`src/rtl/mux_scan_acc.sv`:
```
// mux_scan_acc: steps a downstream N_IN:1 multiplexer through every input,
// accumulates the returned words and, optionally, tracks the largest one.
// Optional feature macro: MUX_SCAN_MAX_EN (max/index tracking; default off,
// in which case oMAX and oMAX_IDX are tied to zero).
module mux_scan_acc #(
  parameter int unsigned DATA_W = 16,
  parameter int unsigned N_IN   = 9,
  parameter int unsigned SEL_W  = 4
) (
  input  logic                iCLK,
  input  logic                iRST,
  input  logic                iSTART,
  input  logic [DATA_W-1:0]   iQ,
  output logic [SEL_W-1:0]    oSEL,
  output logic                oBUSY,
  output logic                oDONE,
  output logic [DATA_W+3:0]   oSUM,
  output logic [DATA_W-1:0]   oMAX,
  output logic [SEL_W-1:0]    oMAX_IDX
);

  localparam int unsigned      SUM_W    = DATA_W + 4;
  localparam logic [SEL_W-1:0] LAST_SEL = SEL_W'(N_IN - 1);

  typedef enum logic [1:0] {
    IDLE = 2'd0,
    SCAN = 2'd1,
    DONE = 2'd2
  } stateT;

  stateT            state;
  stateT            nextState;
  logic [SUM_W-1:0] acc;
  logic [SUM_W-1:0] accNext;
  logic             lastWord;

  // Running sum including the word currently presented on iQ.
  assign accNext  = acc + SUM_W'(iQ);
  assign lastWord = (state == SCAN) && (oSEL == LAST_SEL);

  // State register.
  always_ff @(posedge iCLK) begin
    if (iRST) state <= IDLE;
    else      state <= nextState;
  end

  // Next-state logic; iSTART only matters outside SCAN.
  always_comb begin
    nextState = state;
    case (state)
      IDLE:    if (iSTART) nextState = SCAN;
      SCAN:    if (oSEL == LAST_SEL) nextState = DONE;
      DONE:    nextState = iSTART ? SCAN : IDLE;
      default: nextState = IDLE;
    endcase
  end

  // Select stepping, status flags, accumulator and published sum.
  always_ff @(posedge iCLK) begin
    if (iRST) begin
      oSEL  <= '0;
      oBUSY <= 1'b0;
      oDONE <= 1'b0;
      acc   <= '0;
      oSUM  <= '0;
    end else begin
      oBUSY <= (nextState == SCAN);
      oDONE <= lastWord;
      if (state == SCAN && !lastWord) oSEL <= oSEL + SEL_W'(1);
      else                            oSEL <= '0;
      // Accumulator is zero whenever a scan is about to begin.
      if (state == SCAN) acc <= accNext;
      else               acc <= '0;
      if (lastWord) oSUM <= accNext;
    end
  end

`ifdef MUX_SCAN_MAX_EN
  logic [DATA_W-1:0] maxReg;
  logic [SEL_W-1:0]  maxIdxReg;
  logic              newMax;

  // Strictly-greater compare keeps the lowest index on ties.
  assign newMax = (iQ > maxReg);

  // Running max during SCAN, published together with the sum.
  always_ff @(posedge iCLK) begin
    if (iRST) begin
      maxReg    <= '0;
      maxIdxReg <= '0;
      oMAX      <= '0;
      oMAX_IDX  <= '0;
    end else begin
      if (state == SCAN) begin
        if (newMax) begin
          maxReg    <= iQ;
          maxIdxReg <= oSEL;
        end
      end else begin
        maxReg    <= '0;
        maxIdxReg <= '0;
      end
      if (lastWord) begin
        oMAX     <= newMax ? iQ   : maxReg;
        oMAX_IDX <= newMax ? oSEL : maxIdxReg;
      end
    end
  end
`else
  // Max tracking compiled out.
  assign oMAX     = '0;
  assign oMAX_IDX = '0;
`endif

endmodule
```
`config.mk`:
```
export PLATFORM = sky130hd
export DESIGN_NAME = mux_scan_acc
export DESIGN_NICKNAME = d
export VERILOG_FILES = /design/src/rtl/mux_scan_acc.sv
export SDC_FILE = /design/constraint.sdc
export NUM_CORES = 1
export LEC_CHECK = 0
export CELL_PAD_IN_SITES_DETAIL_PLACEMENT = 1
export CELL_PAD_IN_SITES_GLOBAL_PLACEMENT = 2
export CORE_ASPECT_RATIO = 1.5
export CORE_MARGIN = 2
export CORE_UTILIZATION = 39
export DETAILED_ROUTE_END_ITERATION = 8
export DONT_BUFFER_PORTS = 1
export PLACE_DENSITY_LB_ADDON = 0.08
export SYNTH_ARGS = -nofsm -noshare
export SYNTH_HDL_FRONTEND = slang
export SYNTH_SLANG_ARGS = --single-unit
```
`constraint.sdc`:
```
create_clock -name iCLK -period 3.8 [get_ports iCLK]
set_input_delay 0.76 -clock iCLK [delete_from_list [all_inputs] [get_ports iCLK]]
set_output_delay 0.76 -clock iCLK [all_outputs]
set_load 0.01 [all_outputs]
```
==> out/metrics.yaml <==
wl_um: 6040
routedWlPerCell_um: 16.5
hold_buffers: 0
cts_tree: "done"
die_w_um: 70.2
cp_slowest_cell: "a221oi_2"
port_buffers: 0
htreeDepth: 2
drive_above_1_share: 0.0517
synth_common_cells: "48 x dfxtp_1, 43 x nor2_1, 25 x a21oi_1"
synth_top_cell_by_area: "dfxtp_1"
gr-usage-all-layers: 0.178
worstPathCellList: "ha_1 > fa_1 > a21o_1 > a221oi_2 > o21ai_2 > a21o_1 > a211oi_2 > o31ai_1 > and2_1"
finalCritPeriodShare: 0.713
via_per_inst: 5.39
clk_latency_ps: 320
async_flop_share: 0
cp-end-kind: "register"
ys_seq_elements: 48
layout.nets: 327
grt_pass1_wl_um: 10000
grt_max_degree: 37
first_pass_iters: 4
cap_violations: 0
tns_ps: 0
die_area_um2: 7240
fin_crit_ps: 2710
arrival_ps: 2930
setup_viol: 0
drt_iter0_drc: 38
place.gp.congestion: 0.755
worst_clock_skew_ps: 5.38
syn_inst: 297
synth_most_common_cell: "dfxtp_1"
die_height_um: 103
synth_top_area_share: 0.375
seq_area_frac_synth: 0.375
rsz0062_at_grt: "no"
cts_root_buffer: "clkbuf_8"
slew_headroom: 0.464
ctsResizeCount: 0
ys_warn_count: 0
max-clock-path-buffers: 2
antenna_cells: 0
cp_max_fo: 3
drc: 0
cpMostUsedCell: "a21o_1"
syn_area_um2: 2560
ys_top_cells_by_area: "dfxtp_1 38%, ha_1 8.8%, nor2_1 6.3%"
synth-edff-count: 0
yosysUniqueCellTypes: 42
num-fill-cells: 784
antenna_found_initial: 0
grt_pass1_vias: 2018
worst-setup-path-type: "in2reg"
vdd.ir_drop.worst_mv: 0.231
overflow: 0
maxClockFrequency_mhz: 369
syn2layout_area_growth_pct: 3.08
dp_hpwl_um: 4460
tightest_slew_ps: 804
fin_hold_ws_ps: 500
critical_path.startpoint_type: "input pin"
cp.buffers_inverters: 0
crit_family: "compound AO/OA/AOI/OAI gates"
cp_slowest_stage_delay_ps: 460
io_pins: 65
num_vias: 1971
rows: 36
required_ps: 4020
synth_ff_type: "dfxtp_1"
leakage_uw: 0.00113
post_cts_buffers: 0
numCtsBuffers: 5
p_per_area_nw_per_um2: 410
worst_hold_path_type: "in2reg"
hold_viol_final: 0
slew_violations: 0
initial_utilization: 0.398
avgSynthCellArea_um2: 8.62
ant_nets: 0
cts.sinks: 48
clk_pin_slew_ps: 100
status: "complete, no violations"
core_um2: 6440
==> power breakdown <==
group          internal [µW]  switching [µW]
Sequential               517            7.69
Clock                    199             195
Combinational           58.8             106
==> state kept, by name, summed over array words and instances, names as in the netlist <==
signal	cells
acc	20
oSUM	20
oSEL	4
state	2
oBUSY	1
oDONE	1
==> cell families after synthesis <==
family,after synthesis,synth area share
compound gates,77,0.211
fa+ha+maj,19,0.0958
other cells,1,0.00146
simple gates,96,0.172
buf+inv,39,0.0865
xor+xnor,17,0.0581
flops,48,0.375
==> path summary, 6_finish.rpt <==
kind | depth (start not counted) | start | end | slack [ps]
worst min register to register | 2 | oSUM[1] | oSUM[1] | 510
worst max register to register | 9 | acc[0] | oSUM[10] | 1230
worst max-delay path | 9 | iQ[0] | oSUM[10] | 1090
worst min-delay path | 1 | iRST | oSUM[16] | 500
==> layer usage <==
metal  vias to the layer above  GRT usage  wire length (µm)
met4                         0     0.0621                94
met2                        41      0.341              3180
li1                        975          -                 -
met5                         -          0                 0
met1                       950      0.187              2440
met3                         5     0.0494               325
==> worst reg2reg max path, delay by kind of cell (launching register included) <==
kind | cells | cell delay (ps)
AOI/OAI and AO/OA | 6 | 1370
adders and majority gates | 2 | 610
DFF | 1 | 320
and+or+nand+nor | 1 | 180
==> area by class of cell <==
type	count	area, µm²	area share
Clock buffer	5	68.8	0.0261
Clock inverter	3	46.3	0.0175
Inverter	5	18.8	0.00711
Multi-Input combinational cell	229	1450	0.549
Sequential cell	48	961	0.364
Tap cell	76	95.1	0.0360
==> cells in the final DEF, fill, tap and decap left out, types with 3 or more instances in the layout <==
master / Yosys / layout
xnor2_1: 8 / 8
o211a_1: 3 / 3
o21bai_1: 3 / 3
o21ai_0: 11 / 11
a31oi_1: 3 / 3
a21oi_1: 25 / 25
nor2_1: 43 / 43
xor2_1: 9 / 9
clkbuf_8: 0 / 5
nand3_1: 7 / 7
nand2b_1: 3 / 3
and2_1: 7 / 7
ha_1: 18 / 18
dfxtp_1: 48 / 48
nand2_1: 23 / 23
a211oi_1: 5 / 5
conb_1: 1 / 20
and3_1: 3 / 3
a21o_1: 9 / 9
inv_1: 5 / 5
==> per-stage QoR <==
step,utilization,cells,power (µW),setup WS [ps],area [µm²]
after floorplan,-,316,686,970,2630
after global placement,0.392,358,701,816,2520
after detailed placement,0.392,358,703,780,2520
after CTS,0.410,366,1100,1100,2640
after global routing,0.410,366,1140,972,2640
final,0.410,366,1080,1090,2640
Note: power is estimated with default switching activity, not from simulation.
